**config.mk**
```make
export PLATFORM = sky130hd
export DESIGN_NAME = updown_button_ctrl
export DESIGN_NICKNAME = d
export VERILOG_FILES = /design/src/rtl/updown_button_ctrl.sv
export SDC_FILE = /design/constraint.sdc
export NUM_CORES = 1
export LEC_CHECK = 0
export CELL_PAD_IN_SITES_DETAIL_PLACEMENT = 0
export CELL_PAD_IN_SITES_GLOBAL_PLACEMENT = 1
export CORE_MARGIN = 2
export CORE_UTILIZATION = 43
export CTS_CLUSTER_DIAMETER = 200
export DETAILED_ROUTE_END_ITERATION = 8
export PLACE_DENSITY = 0.84
export SYNTH_ARGS = -nofsm -noshare
export SYNTH_HDL_FRONTEND = slang
export SYNTH_SLANG_ARGS = --single-unit
```
**constraint.sdc**
```tcl
create_clock -name clk -period 2.5 [get_ports clk]
set_input_delay 0.75 -clock clk [delete_from_list [all_inputs] [get_ports clk]]
set_output_delay 0.75 -clock clk [all_outputs]
set_load 0.05 [all_outputs]
```
**src/rtl/updown_button_ctrl.sv**
```systemverilog
// Push-button front end for the 8-bit up/down counter: synchronise and debounce
// both buttons, then emit single-cycle inc/dec commands with hold-to-repeat.
module updown_button_ctrl #(
  parameter int DEB_CYCLES  = 250000,
  parameter int HOLD_CYCLES = 25000000,
  parameter int RPT_CYCLES  = 5000000,
  parameter int CNT_W       = 25
) (
  input  logic       clk,
  input  logic       reset,
  input  logic       btn_up,
  input  logic       btn_down,
  input  logic       enable,
  output logic [1:0] control,
  output logic       up_level,
  output logic       down_level
);

  localparam int NUM_BTN = 2;
  localparam logic [CNT_W-1:0] DEB_LAST  = CNT_W'(DEB_CYCLES - 1);
  localparam logic [CNT_W-1:0] HOLD_LAST = CNT_W'(HOLD_CYCLES - 1);
  localparam logic [CNT_W-1:0] RPT_LAST  = CNT_W'(RPT_CYCLES - 1);
  localparam logic [1:0] CMD_NONE = 2'b00;
  localparam logic [1:0] CMD_INC  = 2'b01;
  localparam logic [1:0] CMD_DEC  = 2'b10;

  typedef enum logic [1:0] {IDLE, DELAY, REPEAT, LOCK} state_t;

  // Index 0 is the up button, index 1 the down button.
  logic [NUM_BTN-1:0]            btn_raw;
  logic [NUM_BTN-1:0][1:0]       sync_q, sync_d;
  logic [NUM_BTN-1:0]            lvl_q, lvl_d;
  logic [NUM_BTN-1:0]            lvl_prev_q, lvl_prev_d;
  logic [NUM_BTN-1:0][CNT_W-1:0] deb_cnt_q, deb_cnt_d;
  logic [NUM_BTN-1:0]            rise;

  state_t           state_q, state_d;
  logic             dir_up_q, dir_up_d;
  logic [CNT_W-1:0] timer_q, timer_d;
  logic [1:0]       control_q, control_d;

  logic up, dn, active, other;

  assign btn_raw = {btn_down, btn_up};

  // Debounce: a level flips only after DEB_CYCLES consecutive disagreeing samples.
  always_comb begin
    for (int i = 0; i < NUM_BTN; i++) begin
      sync_d[i]    = {sync_q[i][0], btn_raw[i]};
      lvl_d[i]     = lvl_q[i];
      deb_cnt_d[i] = '0;
      if (sync_q[i][1] != lvl_q[i]) begin
        if (deb_cnt_q[i] >= DEB_LAST) lvl_d[i] = ~lvl_q[i];
        else deb_cnt_d[i] = deb_cnt_q[i] + CNT_W'(1);
      end
    end
    lvl_prev_d = lvl_q;
  end

  assign rise   = lvl_q & ~lvl_prev_q;
  assign up     = lvl_q[0];
  assign dn     = lvl_q[1];
  assign active = dir_up_q ? up : dn;
  assign other  = dir_up_q ? dn : up;

  always_comb begin
    state_d   = state_q;
    dir_up_d  = dir_up_q;
    timer_d   = timer_q;
    control_d = CMD_NONE;
    if (!enable) begin
      state_d = IDLE;
      timer_d = '0;
    end else begin
      case (state_q)
        IDLE: begin
          if (up && dn) begin
            state_d = LOCK;
          end else if (rise[0] && !dn) begin
            control_d = CMD_INC;
            dir_up_d  = 1'b1;
            timer_d   = '0;
            state_d   = DELAY;
          end else if (rise[1] && !up) begin
            control_d = CMD_DEC;
            dir_up_d  = 1'b0;
            timer_d   = '0;
            state_d   = DELAY;
          end
        end
        DELAY, REPEAT: begin
          // Collision beats release, release beats timer expiry.
          if (other) begin
            state_d = LOCK;
            timer_d = '0;
          end else if (!active) begin
            state_d = IDLE;
            timer_d = '0;
          end else if (timer_q >= ((state_q == DELAY) ? HOLD_LAST : RPT_LAST)) begin
            control_d = dir_up_q ? CMD_INC : CMD_DEC;
            timer_d   = '0;
            state_d   = REPEAT;
          end else begin
            timer_d = timer_q + CNT_W'(1);
          end
        end
        LOCK: begin
          if (!up && !dn) state_d = IDLE;
        end
        default: state_d = IDLE;
      endcase
    end
  end

  always_ff @(posedge clk) begin
    if (reset) begin
      sync_q     <= '0;
      lvl_q      <= '0;
      lvl_prev_q <= '0;
      deb_cnt_q  <= '0;
      state_q    <= IDLE;
      dir_up_q   <= 1'b0;
      timer_q    <= '0;
      control_q  <= CMD_NONE;
    end else begin
      sync_q     <= sync_d;
      lvl_q      <= lvl_d;
      lvl_prev_q <= lvl_prev_d;
      deb_cnt_q  <= deb_cnt_d;
      state_q    <= state_d;
      dir_up_q   <= dir_up_d;
      timer_q    <= timer_d;
      control_q  <= control_d;
    end
  end

  assign control    = control_q;
  assign up_level   = lvl_q[0];
  assign down_level = lvl_q[1];

endmodule

```
* Yosys cells after proc, flatten, opt, wreduce, memory -nomap -nowiden *
Cells that the tools add are included.

operators by class
  add/subtract/negate cells = 3
  multiply operators = 0
  divide/modulo/power cells = 0
  magnitude comparators = 3
  eq/ne operators = 10
  shift-type cells = 0
  muxes and demuxes = 28
  bitwise logic cells = 8
  reduce and logical (&&, ||, !) cells = 18

operators by type and width
  operator                                                                  count
  25-bit 2-to-1 mux                                                         7
  25-bit by 1-bit adder with 25-bit output (second input constant)          3
  25-bit by 18-bit >= comparator with 1-bit output (second input constant)  2
  25-bit one-hot mux with 2 select lines                                    1
  2-bit 2-to-1 mux                                                          14
  25-bit >= comparator                                                      1
  4-bit inequality test (second input constant)                             2
  1-bit NOT                                                                 6
  2-bit one-hot mux with 3 select lines                                     1
  3-bit AND reduction                                                       2
  3-bit OR reduction                                                        2
  2-bit == test (second input constant)                                     2
  1-bit logical AND                                                         4
  1-bit 2-to-1 mux                                                          4
  2-bit inequality test (second input constant)                             2
  2-bit one-hot mux with 2 select lines                                     1
  2-bit AND reduction                                                       2
  4-bit AND reduction                                                       1
  2-bit nonzero test                                                        2
  2-bit OR reduction                                                        2
  3-bit inequality test (second input constant)                             1
  2-bit AND                                                                 1
  2-bit by 1-bit == test with 1-bit output (second input constant)          1
  1-bit logical NOT                                                         2
  3 further kinds                                                           4

storage, ports and cells
  register bits after elaboration = 88
  bits in latches = 0
  bits in writable memories = 0
  bits in read-only memories = 0
  input port bits = 5
  output and inout bits = 4
  logic and storage cells = 81
  memories = 0

* Logic depth before layout (Yosys ltp) *
Gate-level depths: netlist of run 1.

  depth after elaboration = 7
  mapped depth = 11
  gate-level depth less buffers = 10

* Least setup slack after synthesis of run 1 *
No wires, ideal clock.

  kind = reg-to-reg
  start point = register state_q[1]
  end point = register timer_q[21]
  setup time = 115 ps
  arrival = 2,325 ps
  required time = 2,385 ps
  path slack = 61 ps
  cell stages (with the launch flop) = 12
  buffers on the path = 1
  clock period less this slack = 2,439 ps
  path through = dfxtp_1 inv_1 ha_1 inv_1 ha_1 nand4b_1 nor4_2 a31oi_2 and3b_1 o21ai_2 buf_6 nor2_1

on the way
  word-level cells in the longest chain between the ends = 7
  elaborated cells between the ends (all ways) = 14
  classes of those cells = order compare: 1; eq/ne: 4; mux: 5; reduce/logical: 4

ends and longest elaborated chain
  element                                   line    source
  start, declared                           37      state_t state_q, state_d;
  start signal, assigned                    130     state_q <= state_d;
  2-bit by 1-bit == test with 1-bit output  75, 99
  25-bit 2-to-1 mux                         99      end else if (timer_q >= ((state_q == DELAY) ? HOLD_LAST : RPT_LAST)) begin
  25-bit >= comparator                      99
  25-bit 2-to-1 mux                         99
  25-bit 2-to-1 mux                         96      end else if (!active) begin
  25-bit 2-to-1 mux                         93      if (other) begin
  25-bit one-hot mux with 2 select lines    75      case (state_q)
  end signal, assigned                      132     timer_q <= timer_d;
  end, declared                             39      logic [CNT_W-1:0] timer_q, timer_d;

Parallel ways exist; a longest one is shown, timed or not.
A chain may end at the register's enable or synchronous reset.

* Worst setup path in the final report of run 1 *
  start point = register state_q[1]
  end point = register timer_q[13]

Same word-level chain as after synthesis.

==> results.sh, run 1 <==
export IMPL_antenna_found_initial=0
export IMPL_post_route_drc_count=0
export IMPL_drive_above_1_share_pct=12.5
export IMPL_initial_core_util_pct=44.4
export IMPL_n_antenna_cell=0
export IMPL_cp_cell_sequence="inv_2, ha_4, inv_4, ha_4, nand4b_1, nor4_4, a31oi_4, and3b_2, o21ai_4, clkbuf_16, nor2_1"
export IMPL_startpoint_type="flip-flop"
export IMPL_clk_latency_ns=0.35
export IMPL_cts_reportedPaths_clkPinSlew_ns=0.08
export IMPL_core_area_um2=9280
export IMPL_hpwl_um=5330
export IMPL_internal_power_mw=2.03
export IMPL_path_common_cell="ha_4"
export IMPL_synth_async_reset_ratio_pct=0
export IMPL_path_class="flip-flop to flip-flop"
export IMPL_ioPinCount=9
export IMPL_cp_data_required_time_ns=2.75
export IMPL_cts_tree="built"
export IMPL_seqPwrFrac_pct=54.7
export IMPL_grt_pass1_wl_um=13100
export IMPL_row_count=35
export IMPL_power_density_nw_per_um2=544
export IMPL_synth_commonest_cells="88 x dfxtp_1, 77 x nor2_1, 44 x nand2_1"
export IMPL_cp_arrival_ns=2.68
export IMPL_worst_pin_slew_ns=0.614
export IMPL_combPwrFrac_pct=4.1
export IMPL_numCtsBuffers=9
export IMPL_hp_start="sync_d[1]"
export IMPL_gp_congestion=0.847
export IMPL_vias=3176
export IMPL_clock_path_buffers=2
export IMPL_setup_violations=0
export IMPL_run_status="complete, no violations"
export IMPL_clock_fmax_ghz=0.411
export IMPL_cp_num_buf_inv=3
export IMPL_end_kind="flip-flop"
export IMPL_slew_viol_final=0
export IMPL_peakVddDrop_mv=0.495
export IMPL_min_path_type="flip-flop to flip-flop"
export IMPL_die_y_um=102
export IMPL_cp_slowest_cell="nor4_4"
export IMPL_cap_violations=0
export IMPL_cts_sinks=88
export IMPL_ys_warn_count=0
export IMPL_power_share_clock_pct=41.2
export IMPL_hold_viol=0
export IMPL_grt_pass1_vias=2908
export IMPL_hold_slack_ns=0.443
export IMPL_finalClockSkew_ns=0.00950
export IMPL_nets=519
export IMPL_rsz0062_at_grt="yes"
export IMPL_synth_cell_types=61
export IMPL_timing_final_crit_share_pct=97.3
export IMPL_pre_cts_ws_ns=-0.0796
export IMPL_ys_flop_type="dfxtp_1"
export IMPL_ys_ff_latch=88
export IMPL_routed_wl_um=7740
export IMPL_avgSynthCellArea_um2=8.95
export IMPL_syn_area_um2=4130
export IMPL_syn_inst=461
export IMPL_cts_root_buf="clkbuf_8"
export IMPL_path_max_fanout=6
export IMPL_firstDrtPassIters=4
export IMPL_relSlewSlack_pct=59.1
export IMPL_synth_top_area_share_pct=42.7
export IMPL_synth_top_cell_by_area="dfxtp_1"
export IMPL_drt_wirelength_per_cell_um=12.2
export IMPL_htreeDepth=3
export IMPL_syn_to_final_growth_pct=16.3
export IMPL_cpPeakStageDelay_ns=0.37
export IMPL_die_area_um2=10400
export IMPL_post_synth_top_count_cell="dfxtp_1"
export IMPL_p_sw_share_pct=22.1
export IMPL_switchingPower_mw=0.576
export IMPL_period_minus_slack_ns=2.43
export IMPL_ant_nets=0
export IMPL_grt_max_degree=19
export IMPL_ys_seq_area_share_pct=42.7
export IMPL_post_drt_via_cell_ratio=5.02
export IMPL_fin_ws_ns=0.0683
export IMPL_synth_edff_count=0
export IMPL_critPathTopFamily="simple AND/OR/NAND/NOR gates"
export IMPL_groute_usage_overall_pct=15.6
export IMPL_r2r_start="state_q[1]"
export IMPL_cp_startpoint="state_q[1]"
export IMPL_drt_iter0_drc=110
export IMPL_die_x_um=102
export IMPL_numPortBuffers=8
export IMPL_ys_top_cells_by_area="dfxtp_1 43%, nor2_1 7.0%, xor2_1 5.3%"
export IMPL_overflow=0
export IMPL_leakagePower_nw=1.69
==> area by class of cell <==
class                   instances  area [µm²]
flip-flops and latches         88        1760
inverters                      17        66.3
multi-input cells             358        2350
well taps                     129         161
repair buffers                 26         241
clock buffers                   9         124
clock inverters                 6        93.8
fillers                       896        4490
==> placed cells by master, fill, tap and decap left out, drive strengths merged, types with 4 or more instances in the layout <==
cell type | netlist | layout
and3 | 8 | 8
nor2 | 79 | 79
or2 | 4 | 4
clkbuf | 4 | 10
buf | 7 | 18
nand3 | 21 | 21
o31ai | 6 | 6
dfxtp | 88 | 88
a31oi | 5 | 5
xor2 | 25 | 25
mux2i | 5 | 5
xnor2 | 23 | 23
a21oi | 7 | 7
clkdlybuf4s50 | 0 | 6
nor2b | 9 | 9
o21ai | 6 | 6
inv | 17 | 18
nor3 | 13 | 13
nand4 | 16 | 16
conb | 1 | 14
and4 | 4 | 4
ha | 14 | 14
nor4 | 7 | 7
nand2 | 44 | 44
==> flip-flops by register name, summed over array words and instances (netlist names) <==
register and flops:
state_q 2, lvl_prev_q 2, control 2, deb_cnt_q 50, timer_q 25, dir_up_q 1
sync_d 2, lvl_prev_d 2, sync_q 2
==> timing repair <==
| action | CTS | global route |
|---|---|---|
| hold buffers | 0 | 0 |
| pin swaps | 1 | 6 |
| setup buffers | 0 | 2 |
| endpoints found under the setup margin | 21 | 29 |
| resized for setup | 4 | 12 |
| cloned | 0 | 1 |
==> power groups by stage <==
stage          logic, mW  clock network, mW  registers (mW)
3_5_place_dp      0.0949                  0            1.46
4_1_cts           0.0951               1.10            1.43
2_1_floorplan     0.0602                  0            1.46
6_report           0.106               1.08            1.43
5_1_grt            0.116               1.17            1.43
3_3_place_gp      0.0935                  0            1.46
==> final timing paths <==
path	endpoint	slack, ns	cells after the start
worst max-delay path	timer_q[13]	0.07	11
worst min-delay path	sync_q[1]	0.44	1
worst max register to register	timer_q[13]	0.07	11
worst min register to register	sync_q[1]	0.44	1
==> routing by layer <==
| layer | share of wire [%] | up-vias | global-route usage (%) |
|---|---|---|---|
| met5 | 0 | - | 0 |
| met4 | 1.3 | 0 | 6.05 |
| met3 | 3.2 | 8 | 2.74 |
| met2 | 46 | 35 | 23.6 |
| met1 | 50 | 1479 | 22.3 |
| li1 | - | 1654 | - |
==> cell families (layout without fill, tap and decap cells) <==
| kind of cell | after synthesis | count (layout) | share of synthesized area [%] |
|---|---|---|---|
| AOI/OAI and AO/OA | 47 | 47 | 9.16 |
| xor gates and xnor gates | 48 | 48 | 10.2 |
| adders and majority gates | 14 | 14 | 4.25 |
| buffers and inverters | 28 | 58 | 3.37 |
| DFF | 88 | 88 | 42.7 |
| muxes | 7 | 7 | 1.76 |
| other | 1 | 14 | 0.0909 |
| and+or+nand+nor | 228 | 228 | 28.5 |
==> metrics by stage <==
stage / area, µm² / setup TNS, ns / utilization, % / instances / power (mW)
after floorplan: 4180 / 0 / - / 474 / 1.52
after global placement: 4460 / 0 / 48.1 / 615 / 1.55
after detailed placement: 4460 / -0.228 / 48.1 / 615 / 1.55
after CTS: 4700 / 0 / 50.6 / 630 / 2.62
after global routing: 4800 / -0.444 / 51.7 / 633 / 2.71
final: 4800 / 0 / 51.7 / 633 / 2.61
(Power assumes the default switching activity.)
==> inputs of run 2 (changes only) <==
--- a/config.mk
+++ b/config.mk
@@ -8,10 +8,11 @@
 export CELL_PAD_IN_SITES_DETAIL_PLACEMENT = 0
 export CELL_PAD_IN_SITES_GLOBAL_PLACEMENT = 1
 export CORE_MARGIN = 2
-export CORE_UTILIZATION = 43
+export CORE_UTILIZATION = 51
 export CTS_CLUSTER_DIAMETER = 200
 export DETAILED_ROUTE_END_ITERATION = 8
-export PLACE_DENSITY = 0.84
+export HOLD_SLACK_MARGIN = 0.12
+export PLACE_DENSITY = 0.92
 export SYNTH_ARGS = -nofsm -noshare
 export SYNTH_HDL_FRONTEND = slang
 export SYNTH_SLANG_ARGS = --single-unit
==> constraint.sdc (replaced) <==
create_clock -name clk -period 3.05 [get_ports clk]
set_input_delay 0.915 -clock clk [delete_from_list [all_inputs] [get_ports clk]]
set_output_delay 0.915 -clock clk [all_outputs]
set_load 0.05 [all_outputs]
==> run 2 against run 1 <==
  * Die area shrank 15%
  * Combinational power decreased by 32%
  * Critical path depth stayed put
  * Non-clock buffer count fell by 14
  * Maximum frequency shrank 14%
  * Utilization is 7.1 points higher
  * Clock skew rose by 0.0016 ns
  * Flip-flop and latch count is the same
  * Critical path type unchanged
==> results.sh, run 2 (same netlist as run 1, synthesis figures left out) <==
export IMPL_finalClockSkew_ns=0.0111
export IMPL_critPathTopFamily="simple AND/OR/NAND/NOR gates"
export IMPL_power_total_mw=2.09
export IMPL_cp_arrival_ns=3.06
export IMPL_cts_root_buf="clkbuf_8"
export IMPL_path_class="flip-flop to flip-flop"
export IMPL_hpwl_um=5390
export IMPL_row_count=32
export IMPL_cap_violations=0
export IMPL_cts_sinks=88
export IMPL_slew_viol_final=0
export IMPL_cp_slowest_cell="nor4_2"
export IMPL_clock_path_buffers=2
export IMPL_multi_input_area_um2=2290
export IMPL_largest_register="deb_cnt_q"
export IMPL_firstDrtPassIters=4
export IMPL_largest_register_ffs=50
export IMPL_timing_final_crit_share_pct=92.4
export IMPL_register_area_um2=1760
export IMPL_cp_cell_sequence="inv_1, ha_1, inv_1, ha_1, nand4b_1, nor4_2, a31oi_2, and3b_2, o21ai_2, buf_4, nor2_1"
export IMPL_leakagePower_nw=1.59
export IMPL_post_route_drc_count=0
export IMPL_cpPeakStageDelay_ns=0.37
export IMPL_period_minus_slack_ns=2.82
export IMPL_numCtsBuffers=9
export IMPL_n_fill_cell=706
export IMPL_end_kind="flip-flop"
export IMPL_vias=3148
export IMPL_worst_pin_slew_ns=0.631
export IMPL_drive_above_1_share_pct=8.55
export IMPL_n_antenna_cell=0
export IMPL_post_route_util_pct=58.8
export IMPL_die_area_um2=8830
export IMPL_cp_num_buf_inv=3
export IMPL_final_cell_mix="88 x dfxtp_1, 77 x nor2_1, 44 x nand2_1"
export IMPL_min_path_type="flip-flop to flip-flop"
export IMPL_clock_fmax_ghz=0.355
export IMPL_relSlewSlack_pct=57.9
export IMPL_setup_violations=0
export IMPL_grt_max_degree=19
export IMPL_final_common_cell="dfxtp_1"
export IMPL_pre_cts_ws_ns=0.296
export IMPL_fin_cells=593
export IMPL_die_x_um=94.0
export IMPL_overflow=0
export IMPL_startpoint_type="flip-flop"
export IMPL_gp_congestion=0.855
export IMPL_path_max_fanout=13
export IMPL_cp_data_required_time_ns=3.29
export IMPL_initial_core_util_pct=53.1
export IMPL_post_drt_via_cell_ratio=5.31
export IMPL_syn_to_final_growth_pct=10.6
export IMPL_ant_nets=0
export IMPL_power_density_nw_per_um2=457
export IMPL_reg_top3="deb_cnt_q x50, timer_q x25"
export IMPL_post_cts_resized=0
export IMPL_core_area_um2=7770
export IMPL_grt_pass1_vias=3086
export IMPL_drt_wirelength_per_cell_um=12.9
export IMPL_clk_latency_ns=0.35
export IMPL_place_area_um2=4340
export IMPL_htreeDepth=3
export IMPL_setup_tns_ns=0
export IMPL_grt_pass1_wl_um=13600
export IMPL_hold_buffers=0
export IMPL_hold_slack_ns=0.455
export IMPL_fin_area_um2=4560
export IMPL_die_y_um=94.0
export IMPL_run_status="complete, no violations"
export IMPL_fin_ws_ns=0.231
export IMPL_nets=505
export IMPL_cts_tree="built"
export IMPL_post_cts_buffers=0
export IMPL_hold_viol=0
export IMPL_drt_iter0_drc=121
export IMPL_dp_cells=577
export IMPL_peakVddDrop_mv=0.282
export IMPL_ioPinCount=9
export IMPL_cts_reportedPaths_clkPinSlew_ns=0.09
export IMPL_antenna_found_initial=0
export IMPL_numPortBuffers=8
export IMPL_groute_usage_overall_pct=19.1
export IMPL_routed_wl_um=7670
[run 2: changes by cell type in the layout (fill, tap and decap cells not counted), moves of 2 or more]
cell,previous run,this run
clkdlybuf4s50_1,6,8
dfxtp_2,2,0
nor4_4,2,0
inv_1,15,17
ha_1,12,14
dfxtp_1,86,88
buf_4,17,4
ha_4,2,0
[run 2: worst reg2reg max path: stages (launching register included)]
cell and delay [ns]:
dfxtp_1 0.34, inv_1 0.11, ha_1 0.23, inv_1 0.14
ha_1 0.33, nand4b_1 0.20, nor4_2 0.37, a31oi_2 0.25
and3b_2 0.33, o21ai_2 0.14, buf_4 0.21, nor2_1 0.07
[run 2: final cells by class]
type / instances / area share, %
Multi-Input combinational cell: 358 / 50.2
Timing Repair Buffer: 12 / 2.41
Tap cell: 102 / 2.80
Clock buffer: 10 / 3.02
Clock inverter: 6 / 1.62
Sequential cell: 88 / 38.6
Inverter: 17 / 1.40
[run 2: report_power, final]
group / switching (mW) / internal (mW)
clock: 0.433 / 0.411
combinational: 0.0421 / 0.0304
sequential: 0.00682 / 1.16
total: 0.482 / 1.60
[run 2: path summary, 6_finish.rpt]
path | startpoint | end | slack, ns | cells after the start
worst max-delay path | state_q[1] | timer_q[17] | 0.23 | 11
worst max register to register | state_q[1] | timer_q[17] | 0.23 | 11
worst min-delay path | sync_d[3] | sync_q[3] | 0.45 | 1
worst min register to register | sync_d[3] | sync_q[3] | 0.45 | 1
[run 2: metal layers]
layer  routed length (µm)  share of wire (%)  vias to the layer above  global-route usage, %
met1                 3830                 50                     1456                   26.2
met2                 3470                 45                       40                   30.4
li1                     -                  -                     1638                      -
met3                  217                2.8                       14                   2.81
met4                  145                1.9                        0                   7.61
met5                    0                  0                        -                      0
==> inputs of run 3 (changes only) <==
--- a/config.mk
+++ b/config.mk
@@ -8,11 +8,12 @@
 export CELL_PAD_IN_SITES_DETAIL_PLACEMENT = 0
 export CELL_PAD_IN_SITES_GLOBAL_PLACEMENT = 1
 export CORE_MARGIN = 2
-export CORE_UTILIZATION = 51
+export CORE_UTILIZATION = 54
+export CTS_BUF_LIST = sky130_fd_sc_hd__clkbuf_4 sky130_fd_sc_hd__clkbuf_8
 export CTS_CLUSTER_DIAMETER = 200
 export DETAILED_ROUTE_END_ITERATION = 8
 export HOLD_SLACK_MARGIN = 0.12
-export PLACE_DENSITY = 0.92
+export PLACE_DENSITY = 0.95
 export SYNTH_ARGS = -nofsm -noshare
 export SYNTH_HDL_FRONTEND = slang
 export SYNTH_SLANG_ARGS = --single-unit
==> run 3 against run 2 <==
  * Sequential share of layout area up 0.085 points
  * Critical endpoint is now timer_q[19]
  * Cell count down 0.51%
  * Highest routed layer unchanged
  * Non-clock buffer count unchanged
  * Combinational power down 1%
  * Critical path depth unchanged
  * Die area down 5.3%
==> results.sh, run 3 (same netlist as run 1, synthesis figures left out) <==
export IMPL_final_cell_mix="88 x dfxtp_1, 77 x nor2_1, 44 x nand2_1"
export IMPL_drt_wirelength_per_cell_um=12.6
export IMPL_r2r_slack_ns=0.25
export IMPL_rsz0062_at_grt="no"
export IMPL_whs_path_depth=1
export IMPL_drive_above_1_share_pct=8.15
export IMPL_largest_register_ffs=50
export IMPL_end_kind="flip-flop"
export IMPL_numPortBuffers=8
export IMPL_clk_latency_ns=0.36
export IMPL_power_total_mw=2.08
export IMPL_htreeDepth=3
export IMPL_combPwrFrac_pct=3.4
export IMPL_numCtsBuffers=9
export IMPL_seqPwrFrac_pct=56.2
export IMPL_cts_sinks=88
export IMPL_ant_nets=0
export IMPL_peakVddDrop_mv=0.271
export IMPL_ioPinCount=9
export IMPL_post_cts_resized=0
export IMPL_cts_tree="built"
export IMPL_drt_iter0_drc=151
export IMPL_vias=3183
export IMPL_fin_ws_ns=0.251
export IMPL_cp_arrival_ns=3.05
export IMPL_reg_top3="deb_cnt_q x50, timer_q x25"
export IMPL_timing_final_crit_share_pct=91.8
export IMPL_path_class="flip-flop to flip-flop"
export IMPL_run_status="complete, no violations"
export IMPL_firstDrtPassIters=4
export IMPL_p_sw_share_pct=23.0
export IMPL_antenna_found_initial=0
export IMPL_period_minus_slack_ns=2.80
export IMPL_finalClockSkew_ns=0.0115
export IMPL_cpPeakStageDelay_ns=0.33
export IMPL_syn_to_final_growth_pct=10.4
export IMPL_hold_viol=0
export IMPL_nets=505
export IMPL_rr_worst_depth=11
export IMPL_cts_root_buf="clkbuf_8"
export IMPL_startpoint_type="flip-flop"
export IMPL_die_area_um2=8360
export IMPL_pre_cts_ws_ns=0.233
export IMPL_cp_endpoint="timer_q[19]"
export IMPL_leakagePower_nw=1.59
export IMPL_setup_violations=0
export IMPL_power_density_nw_per_um2=457
export IMPL_row_count=31
export IMPL_clock_path_buffers=2
export IMPL_die_x_um=91.4
export IMPL_die_y_um=91.4
export IMPL_setup_tns_ns=0
export IMPL_min_path_type="flip-flop to flip-flop"
export IMPL_final_common_cell="dfxtp_1"
export IMPL_n_antenna_cell=0
export IMPL_cp_data_required_time_ns=3.30
export IMPL_post_cts_buffers=0
export IMPL_relSlewSlack_pct=56.4
export IMPL_cp_slowest_cell="dfxtp_1"
export IMPL_grt_max_degree=19
export IMPL_cts_reportedPaths_clkPinSlew_ns=0.08
export IMPL_post_drt_via_cell_ratio=5.39
export IMPL_cap_violations=0
export IMPL_hpwl_um=5240
export IMPL_cp_startpoint="state_q[1]"
export IMPL_largest_register="deb_cnt_q"
export IMPL_gp_congestion=0.860
export IMPL_groute_usage_overall_pct=19.4
export IMPL_r2r_start="state_q[1]"
export IMPL_clock_fmax_ghz=0.357
export IMPL_grt_pass1_vias=2986
export IMPL_overflow=0
export IMPL_path_max_fanout=13
export IMPL_initial_core_util_pct=56.3
export IMPL_internal_power_mw=1.60
export IMPL_r2r_end="timer_q[19]"
export IMPL_grt_pass1_wl_um=13300
export IMPL_post_route_drc_count=0
export IMPL_switchingPower_mw=0.478
export IMPL_worst_pin_slew_ns=0.655
export IMPL_post_route_util_pct=62.1
export IMPL_n_fill_cell=622
export IMPL_power_share_clock_pct=40.4
export IMPL_slew_viol_final=0
export IMPL_cp_cell_sequence="inv_1, ha_1, inv_1, ha_1, nand4b_1, nor4_2, a31oi_2, and3b_1, o21ai_2, buf_4, nor2_1"
export IMPL_routed_wl_um=7430
export IMPL_hold_buffers=0
export IMPL_core_area_um2=7330
run 3: power groups by stage:
stage	clock network, mW	logic (mW)	registers, mW
2_1_floorplan	0	0.0493	1.20
3_3_place_gp	0	0.0701	1.20
3_5_place_dp	0	0.0710	1.20
4_1_cts	0.867	0.0714	1.17
5_1_grt	0.906	0.0791	1.17
6_report	0.841	0.0717	1.17
run 3: area by class of cell:
cell class | count | area [µm²] | share of cell area (%)
multi-input cells | 358 | 2280 | 50.1
flip-flops and latches | 88 | 1760 | 38.7
clock buffers | 10 | 138 | 3.02
well taps | 99 | 124 | 2.72
repair buffers | 12 | 110 | 2.42
clock inverters | 6 | 73.8 | 1.62
inverters | 17 | 63.8 | 1.40
run 3: stage by stage:
step	instances	hold slack [ns]	cell area, µm²
after CTS	590	0.461	4550
after floorplan	474	0.414	4180
after global routing	590	0.478	4550
after global placement	574	0.423	4330
after detailed placement	574	0.446	4330
final	590	0.459	4550
run 3: routing by layer:
metal  part of all wire [%]  track usage, %  vias up  routed length, µm
met5                      0               0        -                  0
li1                       -               -     1628                  -
met4                    1.5            7.95        0                110
met2                     45            30.3       60               3370
met3                    4.1            2.99        9                302
met1                     49            26.7     1486               3650
run 3: worst min-delay path by stage:
stage              start   endpoint  slack (ns)
2_1_floorplan  sync_d[1]  sync_q[1]        0.41
3_3_place_gp   sync_d[1]  sync_q[1]        0.42
3_5_place_dp   sync_d[3]  sync_q[3]        0.45
4_1_cts        sync_d[3]  sync_q[3]        0.46
5_1_grt        sync_d[3]  sync_q[3]        0.48
6_report       sync_d[3]  sync_q[3]        0.46
run 3: worst max-delay path, delay by kind of cell, from the launching register on:
| family | cells | cell delay (ns) |
|---|---|---|
| AND/OR/NAND/NOR | 4 | 0.92 |
| AO/OA/AOI/OAI | 2 | 0.38 |
| buffers and inverters | 3 | 0.48 |
| flip-flops | 1 | 0.33 |
| adder cells (fa/ha/maj) | 2 | 0.58 |
